### src/rtl/pipe_reg_pkg.sv
// Shared types and helpers for the pipe_reg_chain block.
// Optional occupancy counter is enabled with the PIPE_REG_CHAIN_COUNT_EN macro.
package pipe_reg_pkg;

    // Per-stage handshake view used to build the backward ready chain
    typedef struct packed {
        logic valid;
        logic ready;
    } stage_hs_t;

    // Width of an occupancy counter able to hold 0..depth
    function automatic int cnt_w(input int depth);
        return $clog2(depth + 1);
    endfunction

endpackage

### src/rtl/pipe_reg_stage.sv
// One valid+data register stage with async reset, capture enable and flush.
// Flush clears only the valid bit; the data register keeps its contents.
module pipe_reg_stage
    import pipe_reg_pkg::*;
#(
    parameter int               WIDTH       = 8,
    parameter logic [WIDTH-1:0] RESET_VALUE = '0
) (
    input  logic             clk,
    input  logic             reset,
    input  logic             flush,
    input  logic             en,
    input  logic             src_valid,
    input  logic [WIDTH-1:0] src_data,
    output logic             valid,
    output logic [WIDTH-1:0] data
);

    // Valid bit: flush wins over capture; a capture may also load a bubble
    always_ff @(posedge clk or posedge reset) begin
        if (reset) begin
            valid <= 1'b0;
        end else if (flush) begin
            valid <= 1'b0;
        end else if (en) begin
            valid <= src_valid;
        end
    end

    // Data register: loads only real words, so bubbles never overwrite it
    always_ff @(posedge clk or posedge reset) begin
        if (reset) begin
            data <= RESET_VALUE;
        end else if (en && src_valid && !flush) begin
            data <= src_data;
        end
    end

endmodule

### src/rtl/pipe_reg_chain.sv
// Pipeline register chain: DEPTH handshaked stages with bubble collapsing,
// synchronous flush and configurable data reset value.
// Define PIPE_REG_CHAIN_COUNT_EN to add the registered occupancy counter port.
module pipe_reg_chain
    import pipe_reg_pkg::*;
#(
    parameter int               WIDTH       = 8,
    parameter int               DEPTH       = 2,
    parameter logic [WIDTH-1:0] RESET_VALUE = '0
) (
    input  logic             clk,
    input  logic             reset,
    input  logic             flush,
    input  logic             in_valid,
    output logic             in_ready,
    input  logic [WIDTH-1:0] in_data,
    output logic             out_valid,
    input  logic             out_ready,
    output logic [WIDTH-1:0] out_data
`ifdef PIPE_REG_CHAIN_COUNT_EN
    ,
    output logic [cnt_w(DEPTH)-1:0] count
`endif
);

    logic             stage_valid [DEPTH];
    logic [WIDTH-1:0] stage_data  [DEPTH];
    stage_hs_t        hs          [DEPTH];

    // Backward ready chain: a stage can capture if it is empty or its successor can
    always_comb begin
        logic ready_next;
        ready_next = out_ready;
        for (int i = DEPTH - 1; i >= 0; i--) begin
            hs[i].valid = stage_valid[i];
            hs[i].ready = !hs[i].valid || ready_next;
            ready_next  = hs[i].ready;
        end
    end

    assign in_ready  = hs[0].ready && !flush;
    assign out_valid = stage_valid[DEPTH-1];
    assign out_data  = stage_data[DEPTH-1];

    for (genvar i = 0; i < DEPTH; i++) begin : g_stage
        logic             src_valid;
        logic [WIDTH-1:0] src_data;

        if (i == 0) begin : g_head
            assign src_valid = in_valid;
            assign src_data  = in_data;
        end else begin : g_body
            assign src_valid = stage_valid[i-1];
            assign src_data  = stage_data[i-1];
        end

        pipe_reg_stage #(
            .WIDTH       (WIDTH),
            .RESET_VALUE (RESET_VALUE)
        ) u_stage (
            .clk       (clk),
            .reset     (reset),
            .flush     (flush),
            .en        (hs[i].ready),
            .src_valid (src_valid),
            .src_data  (src_data),
            .valid     (stage_valid[i]),
            .data      (stage_data[i])
        );
    end

`ifdef PIPE_REG_CHAIN_COUNT_EN
    localparam int CNT_W = cnt_w(DEPTH);

    logic in_fire;
    logic out_fire;

    assign in_fire  = in_valid && in_ready;
    assign out_fire = out_valid && out_ready;

    // Occupancy tracks the valid bits: up on accept, down on drain, zero on flush
    always_ff @(posedge clk or posedge reset) begin
        if (reset) begin
            count <= '0;
        end else if (flush) begin
            count <= '0;
        end else if (in_fire && !out_fire) begin
            count <= count + CNT_W'(1);
        end else if (out_fire && !in_fire) begin
            count <= count - CNT_W'(1);
        end
    end
`endif

endmodule
### config.mk
export PLATFORM = sky130hd
export DESIGN_NAME = pipe_reg_chain
export DESIGN_NICKNAME = d
export VERILOG_FILES = /design/src/rtl/pipe_reg_pkg.sv /design/src/rtl/pipe_reg_stage.sv /design/src/rtl/pipe_reg_chain.sv
export SDC_FILE = /design/constraint.sdc
export NUM_CORES = 1
export LEC_CHECK = 0
export ABC_AREA = 1
export ABC_CLOCK_PERIOD_IN_PS = 1710
export BUFFER_PORTS_ARGS = -buffer_cell sky130_fd_sc_hd__buf_2
export CORE_UTILIZATION = 53
export DETAILED_ROUTE_END_ITERATION = 8
export PLACE_DENSITY = 0.87
export SLEW_MARGIN = 10
export SYNTH_ARGS = -nofsm -noshare
export SYNTH_HDL_FRONTEND = slang
export SYNTH_HIERARCHICAL = 1
export SYNTH_SLANG_ARGS = --single-unit
### constraint.sdc
create_clock -name clk -period 1.71 [get_ports clk]
set_input_delay 0.342 -clock clk [delete_from_list [all_inputs] [get_ports clk]]
set_output_delay 0.342 -clock clk [all_outputs]
set_load 0.005 [all_outputs]
# ---- Word level (Yosys, flattened, before mapping)
# Cells that the tools add are included.
dict set report totals {
  regBits 18
  output_inout_bits 10
}
dict set report classes {
  muxes 4
  n_reduce_logical 12
}
# cell count
set ops {}
lappend ops {{logical AND 1 bit} 5}
lappend ops {{2-to-1 mux 1 bit} 4}
lappend ops {{nonzero test 2 bit} 2}
lappend ops {{logical NOT 1 bit} 3}
lappend ops {{logical OR 1 bit} 2}

# ---- Logic depth before layout (Yosys ltp)
# Gate-level depths: netlist of run 1.
dict set report depth {
  ltp_word 5
  mapped_depth 6
  depth_no_buf 5
}

# ---- Hierarchy
# The synthesis of run 1 kept the hierarchy.
# module area_each_um2 n_inst cells_each seq_area_each_um2
set modules_own_cells {}
lappend modules_own_cells {pipe_reg_stage 390.4 2 41 225.2}
lappend modules_own_cells {pipe_reg_chain 28.8 1 6 0.0}

# ---- Least setup slack after synthesis of run 1
# No wires, ideal clock.
dict set report synth_path {
  path_type {register to register}
  startpoint {register g_stage[1].u_stage.valid}
  endpoint {register g_stage[0].u_stage.data[0]}
  slack_ps 760
  setup_time_ps 117
  path_stages_with_launch 6
  period_less_slack_ps 950
  arrival_time_ps 833
  path_cell_list {dfrtp_1 > nand3_2 > buf_6 > nand3_4 > nand2_1 > nand2_1}
}
# item line
set synth_rtl {}
lappend synth_rtl {{start, declared} pipe_reg_stage.sv:15} ;# output logic valid,
lappend synth_rtl {{start signal, assigned} pipe_reg_stage.sv:26} ;# valid <= src_valid;
lappend synth_rtl {{end signal, assigned} pipe_reg_stage.sv:35} ;# data <= src_data;
lappend synth_rtl {{end, declared} pipe_reg_stage.sv:16} ;# output logic [WIDTH-1:0] data

==> metrics.md, run 1 <==
| Metric | Value |
|---|---|
| Clock Path Buffers | 2 |
| Max_cap viols | 0 |
| Setup TNS | 0 ns |
| CTS H-tree lvls | 1 |
| Final hold violation count | 0 |
| CTS buffer count | 3 |
| Antenna diode count | 0 |
| Starting Density | about three fifths |
| Core footprint | ~1400 µm² |
| Proportion of power drawn by the clock network | between 20% and 30% |
| Boundary Pins | 23 |
| Crit-path cells | nand3_2, nand2_1, inv_1, buf_2 |
| Sequential standard cell area | approximately 450 µm² |
| Setup Fix Bufs, Post-CTS | 0 |
| Drt first pass iters | 4 |
| WS Path Type | reg -> out |
| Nets | 125 |
| Switching Share | 26.8% |
| Final setup vio count | 0 |
| Endpoint type of the worst setup path | output pin |
| Final ANT Viol Nets | 0 |
| Synth Cell Area | 810 µm² |
| Die area | 1690 µm² |
| Avg Inst Size Synth | slightly above 9 µm² |
| Tcrit/Tclk final | between 90 and 100% |
| Leakage dissipation | between 0.5 and 0.6 nW |
| Pint | 0.640 mW |
| First-pass GRT wire length | approximately 2200 µm |
| Logic pwr share | 17.2% |
| TritonCTS clock tree | done |
| CP Launch Point | g_stage[0].u_stage/valid$_DFFE_PP0P_ |
| Sequential power share | between 60 and 70% |
| GR Util All Layers | about a fifth |
| Buf+Inv Stages, Crit Path | 2 |
| Vias in the first global route | 552 |
| Filler instances | about 120 |
| RSZ-0062 raised after global routing | false |
| Crit path DAT | between 1 and 1.5 ns |
| Worst Path Max Fanout | 11 |
| Reg-to-Reg Start | g_stage[0].u_stage/valid$_DFFE_PP0P_ |
| Crit path time final | roughly 1.6 ns |
| FMAX | approximately 640 MHz |
| Cell Count Post-Placement | approximately 120 |
| Post-CTS Hold Buffers | 0 |
| Vias/cell | around 5.2 |
| Peak supply drop | 0.438 mV |
| Syn. warnings | 6 |
| Max-slew violation count | 0 |
| Slowest-stage cell, CP | dfrtp_1 |
| Unique cell type count in the Yosys netlist | 10 |
| Finished Cell Area | about 930 µm² |
| DRC Markers | 0 |
| Root Buffer Master | clkbuf_4 |
| Via count | 650 |
| # resized after CTS | 0 |
| Port Buffers | 22 |
| Worst-Margin Slew | between 0.3 and 0.4 ns |
| Antenna violations before repair | 0 |
| Most frequent cells in the layout | 38 x nand2_1, 22 x buf_2, 18 x dfrtp_1, 16 x nand4_1, 5 x inv_1 |
| Startpoint Class | flop |
| DR WL/cell | approximately 11 µm |
| Multi-input gate area | 295 µm² |
| Slowest stage delay, CP | about 0.58 ns |
| Max Clock Skew | about 0.0053 ns |
| Largest net degree at the start of global routing | 12 |
| Most common cell after layout, fill and taps aside | nand2_1 |
| GR Overflow Total | 0 |
| Net Sw Power | ~0.23 mW |
| WP data required | between 1 and 1.5 ns |
| Cells after Synth | just under 90 |
| Num Clock Sinks | 18 |
| Layout area overhead | 15.0% |
| Clock Pin Slew Worst Setup and Hold Paths | approximately 0.09 ns |
| Status | finished clean |
| Worst hold path class | in -> async |
| Initial DRC Count | 8 |
| Share of layout cells above drive strength 1 | 28.2% |
| Chip height | about 41 µm |
| Relative slew slack | around three quarters |
| Critical path's top delay family | flip-flops |
| Final wirelength | 1390 µm |
| Final GP Congestion | between 0.7 and 0.8 |
| Die width | around 40 µm |
| PD cells | between 900 and 1000 nW/µm² |
| Non-Filler Instances | ~130 |
| # rows | 13 |
| Mapped Nets | between 100 and 150 |
| Skew-Pair Late Insertion Delay | around 0.28 ns |
| Seq/Total Area, Yosys | 55.6% |
| Yosys reg bits | 18 |
| Cell Area, Placed | about 910 µm² |
## logic make-up (layout without fill, tap and decap cells)
kind of cell,after synthesis,after routing,share of synthesized area (%)
buffers and inverters,11,33,7.88
DFF,18,18,55.6
and+or+nand+nor,59,59,36.5
## stage by stage
step | util (%) | power, mW | hold WS [ns] | setup slack [ns]
3_5_place_dp | 66.5 | 0.691 | 0.318 | 0.461
6_report | 68.1 | 0.875 | 0.00372 | 0.144
3_3_place_gp | 66.5 | 0.680 | 0.313 | 0.520
4_1_cts | 68.1 | 0.886 | 0.00640 | 0.138
2_1_floorplan | - | 0.619 | 0.170 | 0.760
5_1_grt | 68.1 | 0.939 | 0.0230 | 0.0898
## worst register-to-register path: cells and delay by family (launching register included)
kind | cells | cell delay [ns]
buffers and inverters | 1 | 0.18
DFF | 1 | 0.52
and+or+nand+nor | 4 | 0.41
## power by group through the flow
stage	Combinational (mW)	Sequential, mW	Clock [mW]
CTS	0.154	0.529	0.203
global placement	0.147	0.533	0
finish	0.150	0.529	0.196
detailed placement	0.153	0.538	0
global route	0.179	0.538	0.221
floorplan	0.0862	0.533	0
## worst paths after layout
path,slack [ns],to,cells past startpoint
worst max-delay path,0.14,in_ready,4
worst min-delay path,0.004,g_stage[1].u_stage/valid$_DFFE_PP0P_,2
worst max register to register,0.49,g_stage[0].u_stage/data[2]$_DFFE_PP0P_,5
worst min register to register,0.47,g_stage[1].u_stage/data[5]$_DFFE_PP0P_,2
max in group asynchronous,1.45,g_stage[0].u_stage/data[2]$_DFFE_PP0P_,2
min in group clk,0.30,g_stage[0].u_stage/data[1]$_DFFE_PP0P_,3
## sequential cells by signal (all words and copies together) (netlist names)
| name | flops |
|---|---|
| g_stage.u_stage/valid | 2 |
| g_stage.u_stage/data | 16 |
## layer usage
layer,share of wire [%],vias to the layer above,global-route usage [%]
met5,0,-,0
met4,0,0,5.00
met3,4.8,0,4.89
met2,48,26,36.3
met1,47,290,23.4
li1,-,334,-
## cells in the mapped netlist, drive strengths merged
library cell | number | share of area, %
dfrtp | 18 | 56
nand4 | 16 | 12
inv | 7 | 3.2
nand2 | 38 | 18
nand3 | 3 | 5.6
nor2 | 2 | 0.93
buf | 4 | 4.6
## final cells by class
| cell class | instances | share of cell area [%] |
|---|---|---|
| timing repair buffer | 23 | 12.6 |
| tap | 15 | 2.02 |
| multi-input combinational | 59 | 31.7 |
| inverter | 7 | 2.82 |
| sequential | 18 | 48.4 |
| clock buffer | 3 | 2.42 |
No activity file was read; power rests on OpenSTA's default activity.
==> inputs of run 2 (changes only) <==
==> constraint.sdc (replaced) <==
create_clock -name clk -period 1.71 [get_ports clk]
set_input_delay 0.171 -clock clk [delete_from_list [all_inputs] [get_ports clk]]
set_output_delay 0.171 -clock clk [all_outputs]
set_load 0.005 [all_outputs]
==> metrics.md, run 2 (same netlist as run 1, synthesis figures left out) <==
| Metric | Value |
|---|---|
| Hold slack | 0.124 ns |
| Slowest stage delay, CP | 0.50 ns |
| Layout area overhead | 17.2% |
| Detailed Place HPWL | ~1000 µm |
| Total power | between 0.9 and 1 mW |
| Max-slew violation count | 0 |
| Max_cap viols | 0 |
| Root Buffer Master | clkbuf_4 |
| Die width | between 40 and 50 µm |
| Final GP Congestion | 0.839 |
| Max Clock Skew | 0.000952 ns |
| WP data required | ~1.5 ns |
| Most frequent cells in the layout | 38 x nand2_1, 22 x buf_2, 17 x dfrtp_1, 16 x nand4_1, 5 x inv_1 |
| Final wirelength | 1460 µm |
| # rows | 13 |
| Slowest-stage cell, CP | dfrtp_2 |
| PD cells | just under 1000 nW/µm² |
| Endpoint type of the worst setup path | output pin |
| Final hold violation count | 0 |
| DR WL/cell | 11.6 µm |
| Starting Density | between 50 and 60% |
| Worst hold path class | in -> reg |
| First-pass GRT wire length | 2250 µm |
| Boundary Pins | 23 |
| Register with the most flip-flops | g_stage.u_stage/data |
| Leakage dissipation | 0.544 nW |
| Antenna violations before repair | 0 |
| Setup Fix Bufs, Post-CTS | 0 |
| RSZ-0062 raised after global routing | false |
| Most common cell after layout, fill and taps aside | nand2_1 |
| Crit-path cells | nand3_2, nand2_1, inv_1, buf_2 |
| TritonCTS clock tree | done |
| Largest regs | g_stage.u_stage/data (16), g_stage.u_stage/valid (2) |
| Crit path DAT | ~1.3 ns |
| DRC Markers | 0 |
| Final ANT Viol Nets | 0 |
| Port Buffers | 22 |
| Largest net degree at the start of global routing | 12 |
| Share of layout cells above drive strength 1 | 28.8% |
| Antenna diode count | 0 |
| Tcrit/Tclk final | between 80% and 90% |
| Max FFs per register | 16 |
| Startpoint Class | flop |
| Clock Pin Slew Worst Setup and Hold Paths | roughly 0.1 ns |
| Vias/cell | approximately 5.5 |
| Nets | about 130 |
| Worst Path Max Fanout | 11 |
| Core footprint | 1370 µm² |
| Clock Path Buffers | 2 |
| Chip height | between 40 and 50 µm |
| Relative slew slack | between 70% and 80% |
| GR Util All Layers | 21.3% |
| Status | finished clean |
| Num Clock Sinks | 18 |
| Peak supply drop | ~0.47 mV |
| Worst-Margin Slew | about 0.36 ns |
| WS Path Type | reg -> out |
| Initial DRC Count | 27 |
| Final setup vio count | 0 |
| Vias in the first global route | 550 |
| FMAX | 680 MHz |
| CTS H-tree lvls | 1 |
| Buf+Inv Stages, Crit Path | 2 |
| Die area | around 1700 µm² |
| Skew-Pair Late Insertion Delay | between 0.2 and 0.3 ns |
| Via count | a little under 700 |
| CTS buffer count | 3 |
| Crit path time final | about 1.5 ns |
| Drt first pass iters | 4 |
| Critical path's top delay family | flip-flops |
| Setup TNS | 0 ns |
| GR Overflow Total | 0 |
## run 2: cell count changes in the layout (fill, tap and decap cells not counted)
cell	delta
buf_4	-1
clkbuf_8	+1
dfrtp_1	-1
dfrtp_2	+1
dlygate4sd3_1	+1
## run 2: timing repair
action | in CTS | in global routing
resized for setup | 0 | 1
endpoints found under the hold margin | 18 | 0
hold buffers | 1 | 0
setup endpoints to repair | 0 | 1
## run 2: final cells by class
class	instances	area, µm²
Fill cell	111	418
Timing Repair Buffer	23	120
Tap cell	15	18.8
Clock buffer	4	36.3
Inverter	7	26.3
Multi-Input combinational cell	59	295
Sequential cell	18	452
## run 2: stage by stage
step / area (µm²) / worst slack (ns) / util, % / instances
after CTS: 947 / 0.116 / 69.3 / 126
after detailed placement: 901 / 0.451 / 65.9 / 121
after floorplan: 810 / 0.760 / - / 88
final: 948 / 0.239 / 69.4 / 126
after global placement: 901 / 0.489 / 65.9 / 121
after global routing: 948 / 0.115 / 69.4 / 126
## run 2: routing by layer
layer	global-route usage [%]	vias to the layer above	wire, µm
met4	12.5	0	12
met5	0	-	0
met2	33.6	32	741
li1	-	337	-
met3	6.52	2	91
met1	25.2	323	615
## run 2: final timing paths
kind	startpoint	end	slack, ns	cells after the start
min in group asynchronous	reset	g_stage[1].u_stage/valid$_DFFE_PP0P_	0.38	3
max	g_stage[0].u_stage/valid$_DFFE_PP0P_	in_ready	0.24	4
max in group asynchronous	reset	g_stage[0].u_stage/valid$_DFFE_PP0P_	1.03	3
max reg2reg	g_stage[1].u_stage/valid$_DFFE_PP0P_	g_stage[1].u_stage/data[4]$_DFFE_PP0P_	0.54	4
min	in_data[6]	g_stage[0].u_stage/data[6]$_DFFE_PP0P_	0.12	3
min reg2reg	g_stage[1].u_stage/data[2]$_DFFE_PP0P_	g_stage[1].u_stage/data[2]$_DFFE_PP0P_	0.47	2
## run 2: power breakdown
part | total, mW | internal, mW | switching (mW)
clock network | 0.254 | 0.130 | 0.124
registers | 0.530 | 0.490 | 0.0400
logic | 0.152 | 0.0697 | 0.0826
## run 2: worst register-to-register path, cell delays in order, from the launching register on
cell,delay [ns]
dfrtp_1,0.43
nand2_1,0.30
nand3_4,0.17
nand2_1,0.10
nand2_1,0.06
